## src/rtl/rs_pkg.sv

```systemverilog
// Shared Reed-Solomon definitions for the encoder and decoder chains:
// field defaults, encoder state encoding and elaboration-time GF helpers.
package rs_pkg;

    localparam int          SYM_BW_DEF    = 8;
    localparam int          N_NUM_DEF     = 255;
    localparam int          R_NUM_DEF     = 16;
    localparam int unsigned PRIM_POLY_DEF = 32'h11D;
    localparam int          COEF_MAX      = 64;

    typedef enum logic [1:0] {
        ENC_IDLE = 2'd0,
        ENC_MSG  = 2'd1,
        ENC_PAR  = 2'd2
    } enc_state_e;

    // Generator coefficients g[0..R-1]; the monic x^R term is implied.
    typedef logic [COEF_MAX-1:0][15:0] coef_arr_t;

    function automatic int unsigned gf_mul(input int unsigned a, input int unsigned b,
                                           input int sym_bw, input int unsigned poly);
        int unsigned acc;
        int unsigned aa;
        int unsigned bb;
        acc = 0;
        aa  = a;
        bb  = b;
        for (int i = 0; i < sym_bw; i++) begin
            if ((bb & 32'd1) != 0) acc = acc ^ aa;
            bb = bb >> 1;
            aa = aa << 1;
            if (((aa >> sym_bw) & 32'd1) != 0) aa = aa ^ poly;
        end
        return acc;
    endfunction

    function automatic coef_arr_t gen_poly_coef(input int r_num, input int fcr,
                                                input int sym_bw, input int unsigned poly);
        logic [COEF_MAX:0][15:0] g;
        int unsigned root;
        coef_arr_t   res;
        g    = '0;
        g[0] = 16'd1;
        root = 1;
        for (int k = 0; k < fcr; k++) root = gf_mul(root, 2, sym_bw, poly);
        // Multiply the running product by (x + alpha^(fcr+i)), highest term first.
        for (int i = 0; i < r_num; i++) begin
            for (int j = i + 1; j > 0; j--) begin
                g[j] = g[j-1] ^ 16'(gf_mul(32'(g[j]), root, sym_bw, poly));
            end
            g[0] = 16'(gf_mul(32'(g[0]), root, sym_bw, poly));
            root = gf_mul(root, 2, sym_bw, poly);
        end
        res = '0;
        for (int k = 0; k < r_num; k++) res[k] = g[k];
        return res;
    endfunction

endpackage

```

## src/rtl/gf_const_mul.sv

```systemverilog
// GF(2^m) multiply by an elaboration-time constant: each input bit selects
// a precomputed column COEF*alpha^bit, and the selected columns are XORed.
module gf_const_mul
    import rs_pkg::*;
#(
    parameter int          SYM_BW    = SYM_BW_DEF,
    parameter int unsigned PRIM_POLY = PRIM_POLY_DEF,
    parameter int unsigned COEF      = 1
) (
    input  logic [SYM_BW-1:0] din,
    output logic [SYM_BW-1:0] dout
);

    logic [SYM_BW-1:0] term [SYM_BW];

    genvar gi;
    generate
        for (gi = 0; gi < SYM_BW; gi++) begin : g_col
            localparam logic [SYM_BW-1:0] COL =
                SYM_BW'(gf_mul(COEF, 32'(1) << gi, SYM_BW, PRIM_POLY));
            assign term[gi] = din[gi] ? COL : '0;
        end
    endgenerate

    always_comb begin
        dout = '0;
        for (int i = 0; i < SYM_BW; i++) dout = dout ^ term[i];
    end

endmodule

```

## src/rtl/rs_enc_core.sv

```systemverilog
// Systematic RS encoder: message symbols pass through with latency 1, then
// R_NUM parity symbols are shifted out of the g(x) division LFSR.
module rs_enc_core
    import rs_pkg::*;
#(
    parameter int          SYM_BW    = SYM_BW_DEF,
    parameter int          N_NUM     = N_NUM_DEF,
    parameter int          R_NUM     = R_NUM_DEF,
    parameter int unsigned PRIM_POLY = PRIM_POLY_DEF,
    parameter int          FCR       = 0
) (
    input  logic              clk,
    input  logic              rst_n,
    input  logic              in_valid,
    output logic              in_ready,
    input  logic              in_sop,
    input  logic [SYM_BW-1:0] in_data,
    output logic              out_valid,
    output logic [SYM_BW-1:0] out_cnt,
    output logic [SYM_BW-1:0] out_data,
    output logic              out_is_par,
    output logic              sop_err
);

    localparam int K_NUM = N_NUM - R_NUM;
    localparam int PC_W  = $clog2(R_NUM + 1);

    localparam logic [1:0] ST_IDLE = ENC_IDLE;
    localparam logic [1:0] ST_MSG  = ENC_MSG;
    localparam logic [1:0] ST_PAR  = ENC_PAR;

    localparam coef_arr_t         G_COEF = gen_poly_coef(R_NUM, FCR, SYM_BW, PRIM_POLY);
    localparam logic [SYM_BW-1:0] K_SYM  = SYM_BW'(K_NUM);

    logic [1:0]        state_q,      state_d;
    logic [SYM_BW-1:0] msg_cnt_q,    msg_cnt_d;
    logic [PC_W-1:0]   par_cnt_q,    par_cnt_d;
    logic [SYM_BW-1:0] par_q [R_NUM];
    logic [SYM_BW-1:0] par_d [R_NUM];
    logic              out_valid_q,  out_valid_d;
    logic [SYM_BW-1:0] out_cnt_q,    out_cnt_d;
    logic [SYM_BW-1:0] out_data_q,   out_data_d;
    logic              out_is_par_q, out_is_par_d;
    logic              sop_err_q,    sop_err_d;

    logic              accept;
    logic [SYM_BW-1:0] pos;
    logic [SYM_BW-1:0] fb;
    logic [SYM_BW-1:0] par_src   [R_NUM];
    logic [SYM_BW-1:0] fb_mul    [R_NUM];
    logic [SYM_BW-1:0] par_lfsr  [R_NUM];
    logic [SYM_BW-1:0] par_shift [R_NUM];

    assign in_ready = (state_q != ST_PAR);
    assign accept   = in_valid & in_ready;
    assign fb       = in_data ^ par_src[R_NUM-1];

    // A block-start symbol divides from a clean remainder, whatever is left in par_q.
    genvar gi;
    generate
        for (gi = 0; gi < R_NUM; gi++) begin : g_tap
            assign par_src[gi] = in_sop ? '0 : par_q[gi];

            gf_const_mul #(
                .SYM_BW    (SYM_BW),
                .PRIM_POLY (PRIM_POLY),
                .COEF      (32'(G_COEF[gi]))
            ) u_mul (
                .din  (fb),
                .dout (fb_mul[gi])
            );

            if (gi == 0) begin : g_low
                assign par_lfsr[gi]  = fb_mul[gi];
                assign par_shift[gi] = '0;
            end else begin : g_high
                assign par_lfsr[gi]  = par_src[gi-1] ^ fb_mul[gi];
                assign par_shift[gi] = par_q[gi-1];
            end
        end
    endgenerate

    always_comb begin
        state_d      = state_q;
        msg_cnt_d    = msg_cnt_q;
        par_cnt_d    = par_cnt_q;
        par_d        = par_q;
        out_valid_d  = 1'b0;
        out_cnt_d    = '0;
        out_data_d   = '0;
        out_is_par_d = 1'b0;
        sop_err_d    = 1'b0;
        pos          = '0;

        case (state_q)
            ST_IDLE, ST_MSG: begin
                if (accept) begin
                    if (in_sop || state_q == ST_MSG) begin
                        pos         = in_sop ? SYM_BW'(1) : msg_cnt_q + SYM_BW'(1);
                        sop_err_d   = in_sop && (state_q == ST_MSG);
                        par_d       = par_lfsr;
                        out_valid_d = 1'b1;
                        out_cnt_d   = pos;
                        out_data_d  = in_data;
                        if (pos == K_SYM) begin
                            state_d   = ST_PAR;
                            msg_cnt_d = '0;
                            par_cnt_d = '0;
                        end else begin
                            state_d   = ST_MSG;
                            msg_cnt_d = pos;
                        end
                    end else begin
                        sop_err_d = 1'b1;
                    end
                end
            end
            ST_PAR: begin
                out_valid_d  = 1'b1;
                out_cnt_d    = K_SYM + SYM_BW'(par_cnt_q) + SYM_BW'(1);
                out_data_d   = par_q[R_NUM-1];
                out_is_par_d = 1'b1;
                par_d        = par_shift;
                if (par_cnt_q == PC_W'(R_NUM - 1)) begin
                    state_d   = ST_IDLE;
                    par_cnt_d = '0;
                end else begin
                    par_cnt_d = par_cnt_q + PC_W'(1);
                end
            end
            default: state_d = ST_IDLE;
        endcase
    end

    always_ff @(posedge clk or negedge rst_n) begin
        if (!rst_n) begin
            state_q      <= ST_IDLE;
            msg_cnt_q    <= '0;
            par_cnt_q    <= '0;
            for (int i = 0; i < R_NUM; i++) par_q[i] <= '0;
            out_valid_q  <= 1'b0;
            out_cnt_q    <= '0;
            out_data_q   <= '0;
            out_is_par_q <= 1'b0;
            sop_err_q    <= 1'b0;
        end else begin
            state_q      <= state_d;
            msg_cnt_q    <= msg_cnt_d;
            par_cnt_q    <= par_cnt_d;
            par_q        <= par_d;
            out_valid_q  <= out_valid_d;
            out_cnt_q    <= out_cnt_d;
            out_data_q   <= out_data_d;
            out_is_par_q <= out_is_par_d;
            sop_err_q    <= sop_err_d;
        end
    end

    assign out_valid  = out_valid_q;
    assign out_cnt    = out_cnt_q;
    assign out_data   = out_data_q;
    assign out_is_par = out_is_par_q;
    assign sop_err    = sop_err_q;

endmodule
```

## config.mk

```make
export PLATFORM = sky130hd
export DESIGN_NAME = rs_enc_core
export DESIGN_NICKNAME = d
export VERILOG_FILES = /design/src/rtl/rs_pkg.sv /design/src/rtl/gf_const_mul.sv /design/src/rtl/rs_enc_core.sv
export SDC_FILE = /design/constraint.sdc
export NUM_CORES = 1
export LEC_CHECK = 0
export ABC_AREA = 0
export CAP_MARGIN = 0
export CORE_ASPECT_RATIO = 1.1
export CORE_MARGIN = 3
export CORE_UTILIZATION = 55
export DETAILED_ROUTE_END_ITERATION = 10
export HOLD_SLACK_MARGIN = 0.06
export PLACE_DENSITY = 0.72
export SETUP_SLACK_MARGIN = 0.1
export SKIP_CTS_REPAIR_TIMING = 1
export SLEW_MARGIN = 20
export SYNTH_ARGS = -nofsm -noshare
export SYNTH_HDL_FRONTEND = slang
export SYNTH_HIERARCHICAL = 1
export SYNTH_SLANG_ARGS = --single-unit
```

## constraint.sdc

```tcl
create_clock -name clk -period 6.5 [get_ports clk]
set_input_delay 0.65 -clock clk [delete_from_list [all_inputs] [get_ports clk]]
set_output_delay 0.65 -clock clk [all_outputs]
set_load 0.005 [all_outputs]
```

==> impl.org <==
** Drt
- Number of DRC violations after detailed routing :: 0
- Final antenna-violating net count :: 0
- Detailed Route WL :: 28170 um
- DR vias :: 9153
- Routed vias/inst :: around 6.0
- After detailed routing, the average wire length per cell comes to approximately 19 um.
- The first routing iteration left 653 violations.
- For this run, the detailed router's first-pass iteration total came to 6.

** Cells and area
- With fillers left out, the area of the finished cells amounts to 0.01333 mm^2.
- The area growth from synthesis to layout is 9.713%.
- Number of diodes :: 0
- For this run, the number of standard cells in the final layout without fillers is 1520.
- Total Nets Final :: 1232
- After filler insertion, the fill cell instance count of the layout stands at ~1800.
- Measured on the finished design, the core utilization comes to 61.96%.
- Ratio of cells with drive above 1 in the final layout :: 7.967%

** Power
- Of the total power, the clock network draws between 10% and 20%.
- Sequential share of power :: a little under a quarter
- Net switching is 40.59% of the power.
- Internal power summed over all cells :: 4.772 mW
- In this run the power density over the cells is 602.7 mW/mm^2.
- In this run the power spent charging and discharging nets is approximately 3.3 mW.
- Logic pwr share :: 63.1%
- Power comes to 8.033 mW.
- Summed over all cells, the static leakage comes to 5.234 nW.
- The worst-case IR drop observed on VDD is 0.3138 mV.

** Placement
- The count of buffers added on input and output ports is 31.
- The placed instances occupy a cell area of roughly 0.013 mm^2.
- Routability-driven placement finished with a final weighted congestion of 0.7807.
- Counting tap cells, the placed design contains a total of 1488 instances.
- HPWL after detailed placement :: 15980 um
- Prior to clock tree synthesis, the placed netlist has a worst setup slack of 2399 ps.

** Logic synthesis
- Counting instances in the post-synthesis netlist gives the leading cell types as 252 x sky130_fd_sc_hd__xnor2_1, 162 x sky130_fd_sc_hd__dfrtp_1, 138 x sky130_fd_sc_hd__a21oi_1, 129 x sky130_fd_sc_hd__a22oi_1, 120 x sky130_fd_sc_hd__nor3b_1.
- Number of nets in the synthesized netlist :: 1244
- Synthesis handed over a netlist of 1229 instances.
- The biggest area contributor in the post-synthesis netlist is sky130_fd_sc_hd__dfrtp_1.
- By instance count, the leading cell after synthesis is sky130_fd_sc_hd__xnor2_1.
- Adder and majority gate portion of the synthesized area :: 0.3090%
- Simple-gate area share of the yosys netlist :: 10.17%
- Sequential fraction of the synthesis area :: between 30% and 40%
- After synthesis, the largest family of logic cells by area is XOR/XNOR gates.
- Biggest area contributors in the synthesized netlist :: sky130_fd_sc_hd__dfrtp_1 33%, sky130_fd_sc_hd__xnor2_1 18%, sky130_fd_sc_hd__a22oi_1 8.0%
- The synthesized netlist devotes between 30% and 40% of its cell area to XOR and XNOR gates.
- Averaged over all synthesized cells, the footprint is 9.884 um^2.
- Distinct cell type count of the synthesized netlist :: 50
- After synthesis, the share of cell area in mux cells is 0.1236%.
- In this run, synthesis produced a sequential element count of 162.
- Async set-or-reset flop fraction in the synthesized netlist :: 100.0%
- The synthesized netlist occupies a cell area of 0.01215 mm^2.
- During synthesis, Yosys emitted a total of 6 warnings.
- Synthesized-area fraction occupied by ao, oa, aoi and oai cells :: 20.41%
- For this run, the leading register cell type out of synthesis is sky130_fd_sc_hd__dfrtp_1.
- Number of flops mapped to enable cells by yosys :: 0
- The top cell type by area accounts for 33.37% of the synthesized area.

** Clocking
- Reg clk slew, reported paths :: 70 ps
- For the worst-skew pair, the clock arrives at the later sink with an insertion delay of 440 ps.
- Number of levels in the clock H-tree :: 4
- Buffers inserted during clock tree synthesis total 17.
- Sinks on Clock Net :: 162
- Buffers from clock root to sink, at most :: 2
- In this run the clock root is driven by a sky130_fd_sc_hd__clkbuf_16.
- TritonCTS built the clock tree.

** Setup path
- Crit path kind :: input pin to flop
- Worst path arrival time :: 3920 ps
- Cell class contributing the biggest share of worst-path delay :: XOR/XNOR gates
- The worst setup path is captured at a flop.
- Cell Chain, Critical Path :: buf_6, inv_1, nand2_1, xnor2_2, buf_4, xor3_2, xnor3_1, nor3b_1, a21oi_1, o21ai_0
- Among all stages on the critical path, the largest delay is contributed by sky130_fd_sc_hd__xnor2_2.
- STA classifies the critical path startpoint as an input pin.
- Together, buffers and inverters on the worst path number 3.
- Data on the critical path is required at its endpoint by 6780 ps.
- Number of cells on the worst reg-to-reg path :: 10
- Depth of the critical timing path with buffers and inverters included :: 10
- Largest stage delay on the critical path :: ~610 ps
- Maximum fanout along the worst path :: 43

** Die
- Overall die area :: approximately 0.024 mm^2
- For this configuration, the core starts out at a cell density of a little under three fifths.
- The die is between 150 and 200 um tall.
- In this run the count of I/O pins placed on the die edge is 32.
- From left edge to right edge, the die measures 147.7 um.
- The floorplan has 56 rows.
- The core region is roughly 0.022 mm^2.

** Timing
- Measured against its own limit, the worst slew margin works out to 31.79%.
- The worst path uses between 50% and 60% of the clock period.
- At the pin with the least slew margin, the transition time is 1023 ps.
- Final period demand of the worst path :: 3644 ps
- Setup violators final :: 0
- For this run, the top clock speed supported by timing is 0.2744 GHz.
- Max-slew violations :: 0
- Unrepaired setup endpoints after global routing :: no
- Setup_tns :: 0 ps
- The number of hold-slack violations in the final timing report came to 0.
- Clock skew :: between 10 and 15 ps
- Across all hold checks on the routed design, the worst slack comes to approximately 210 ps.
- Once routing completed, OpenROAD measured the worst setup slack at 2856 ps.

** Job
- Max-cap violations in this run came to 0.

** GRT
- The first global-routing pass estimated between 40000 and 50000 um of wire.
- Pin count of the biggest net entering global routing :: 140
- Number of antenna violations at the first check in global routing :: 0
- Total routing resource utilization after global routing :: 24.15%
- Number of global-route vias before repair :: 9195
- Overflow left after global routing :: 0

** Worst hold path
- Hold/Removal Path Class :: input pin to async pin

** Outcome
- The flow ran to the end, and the final reports show no timing, DRC or antenna violations.
==> cell usage in the layout, fill, tap and decap left out, types with 2 or more instances in the layout <==
| cell | instances |
|---|---|
| sky130_fd_sc_hd__xnor2_1 | 244 |
| sky130_fd_sc_hd__clkdlybuf4s50_1 | 29 |
| sky130_fd_sc_hd__nor3b_1 | 120 |
| sky130_fd_sc_hd__xor2_2 | 9 |
| sky130_fd_sc_hd__nand2_1 | 30 |
| sky130_fd_sc_hd__nor2_1 | 18 |
| sky130_fd_sc_hd__inv_1 | 9 |
| sky130_fd_sc_hd__nand3_1 | 7 |
| sky130_fd_sc_hd__xor3_2 | 3 |
| sky130_fd_sc_hd__xnor2_4 | 3 |
| sky130_fd_sc_hd__and2_1 | 2 |
| sky130_fd_sc_hd__clkbuf_16 | 17 |
| sky130_fd_sc_hd__clkinv_4 | 3 |
| sky130_fd_sc_hd__xnor2_2 | 15 |
| sky130_fd_sc_hd__o22ai_1 | 4 |
| sky130_fd_sc_hd__xor3_1 | 9 |
| sky130_fd_sc_hd__xnor3_1 | 24 |
| sky130_fd_sc_hd__buf_4 | 18 |
| sky130_fd_sc_hd__nand2b_1 | 2 |
| sky130_fd_sc_hd__or3_4 | 2 |
| sky130_fd_sc_hd__xor3_4 | 3 |
| sky130_fd_sc_hd__nand4_1 | 2 |
| sky130_fd_sc_hd__a22o_1 | 4 |
| sky130_fd_sc_hd__o21ai_1 | 61 |
| sky130_fd_sc_hd__buf_6 | 2 |
| sky130_fd_sc_hd__bufinv_16 | 2 |
| sky130_fd_sc_hd__ha_1 | 3 |
| sky130_fd_sc_hd__o21ai_0 | 70 |
| sky130_fd_sc_hd__inv_6 | 5 |
| sky130_fd_sc_hd__a21oi_1 | 138 |
| sky130_fd_sc_hd__a22oi_1 | 129 |
| sky130_fd_sc_hd__dfrtp_1 | 162 |
| sky130_fd_sc_hd__o31ai_1 | 2 |
| sky130_fd_sc_hd__xor2_1 | 54 |
| sky130_fd_sc_hd__inv_8 | 5 |
==> worst paths after layout <==
| path | from | slack [ps] | end |
|---|---|---|---|
| worst max-delay path | in_sop | 2860 | par_q[44]$_DFFE_PN0P_ |
| worst min-delay path | rst_n | 210 | par_q[125]$_DFFE_PN0P_ |
| worst max register to register | state_q[1]$_DFFE_PN0P_ | 3020 | par_q[86]$_DFFE_PN0P_ |
| worst min register to register | msg_cnt_q[7]$_DFFE_PN0P_ | 540 | msg_cnt_q[7]$_DFFE_PN0P_ |
| max in group asynchronous | rst_n | 5140 | par_q[50]$_DFFE_PN0P_ |
| min in group clk | msg_cnt_q[7]$_DFFE_PN0P_ | 540 | msg_cnt_q[7]$_DFFE_PN0P_ |
==> sequential cells by signal, indices dropped and copies added (netlist names) <==
name        count
par_q         128
state_q         2
out_data        8
out_is_par      1
out_valid       1
sop_err         1
par_cnt_q       5
msg_cnt_q       8
out_cnt         8
==> layout make-up <==
type / instances / area [um^2] / share of cell area, %
Multi-Input combinational cell: 977 / 7810 / 58.60
Sequential cell: 162 / 4054 / 30.42
Timing Repair Buffer: 49 / 447.9 / 3.361
Clock buffer: 17 / 425.4 / 3.192
Tap cell: 290 / 362.8 / 2.722
Clock inverter: 15 / 185.2 / 1.389
Inverter: 10 / 42.54 / 0.3192
==> logic make-up after synthesis <==
group / count (synthesis)
buf+inv: 90
compound gates: 416
fa+ha+maj: 3
flops: 162
mux: 1
xor+xnor: 365
simple gates: 192
==> metal layers <==
| layer | routed length, um | GRT usage (%) |
|---|---|---|
| met5 | 0 | 0 |
| met4 | 303 | 5.508 |
| met3 | 964 | 3.683 |
| met2 | 13970 | 40.56 |
| met1 | 12930 | 33.32 |
==> worst reg2reg max path, stage by stage, from the launching register on <==
cell and delay [ps]:
sky130_fd_sc_hd__dfrtp_1 730, sky130_fd_sc_hd__inv_1 290, sky130_fd_sc_hd__nand2_1 150, sky130_fd_sc_hd__ha_1 180
sky130_fd_sc_hd__nor2_1 50, sky130_fd_sc_hd__buf_4 220, sky130_fd_sc_hd__nor2_4 110, sky130_fd_sc_hd__buf_4 620
sky130_fd_sc_hd__buf_4 710, sky130_fd_sc_hd__a22oi_1 200, sky130_fd_sc_hd__o21ai_0 130
==> power groups by stage <==
stage / registers, mW / logic [mW] / clock network, mW
5_1_grt: 1.95 / 5.64 / 1.13
3_5_place_dp: 1.89 / 5.05 / 0
2_1_floorplan: 1.75 / 4.47 / 0
4_1_cts: 1.88 / 5.09 / 1.08
3_3_place_gp: 1.88 / 4.90 / 0
6_report: 1.89 / 5.07 / 1.07
Note: power is estimated with default switching activity, not from simulation.
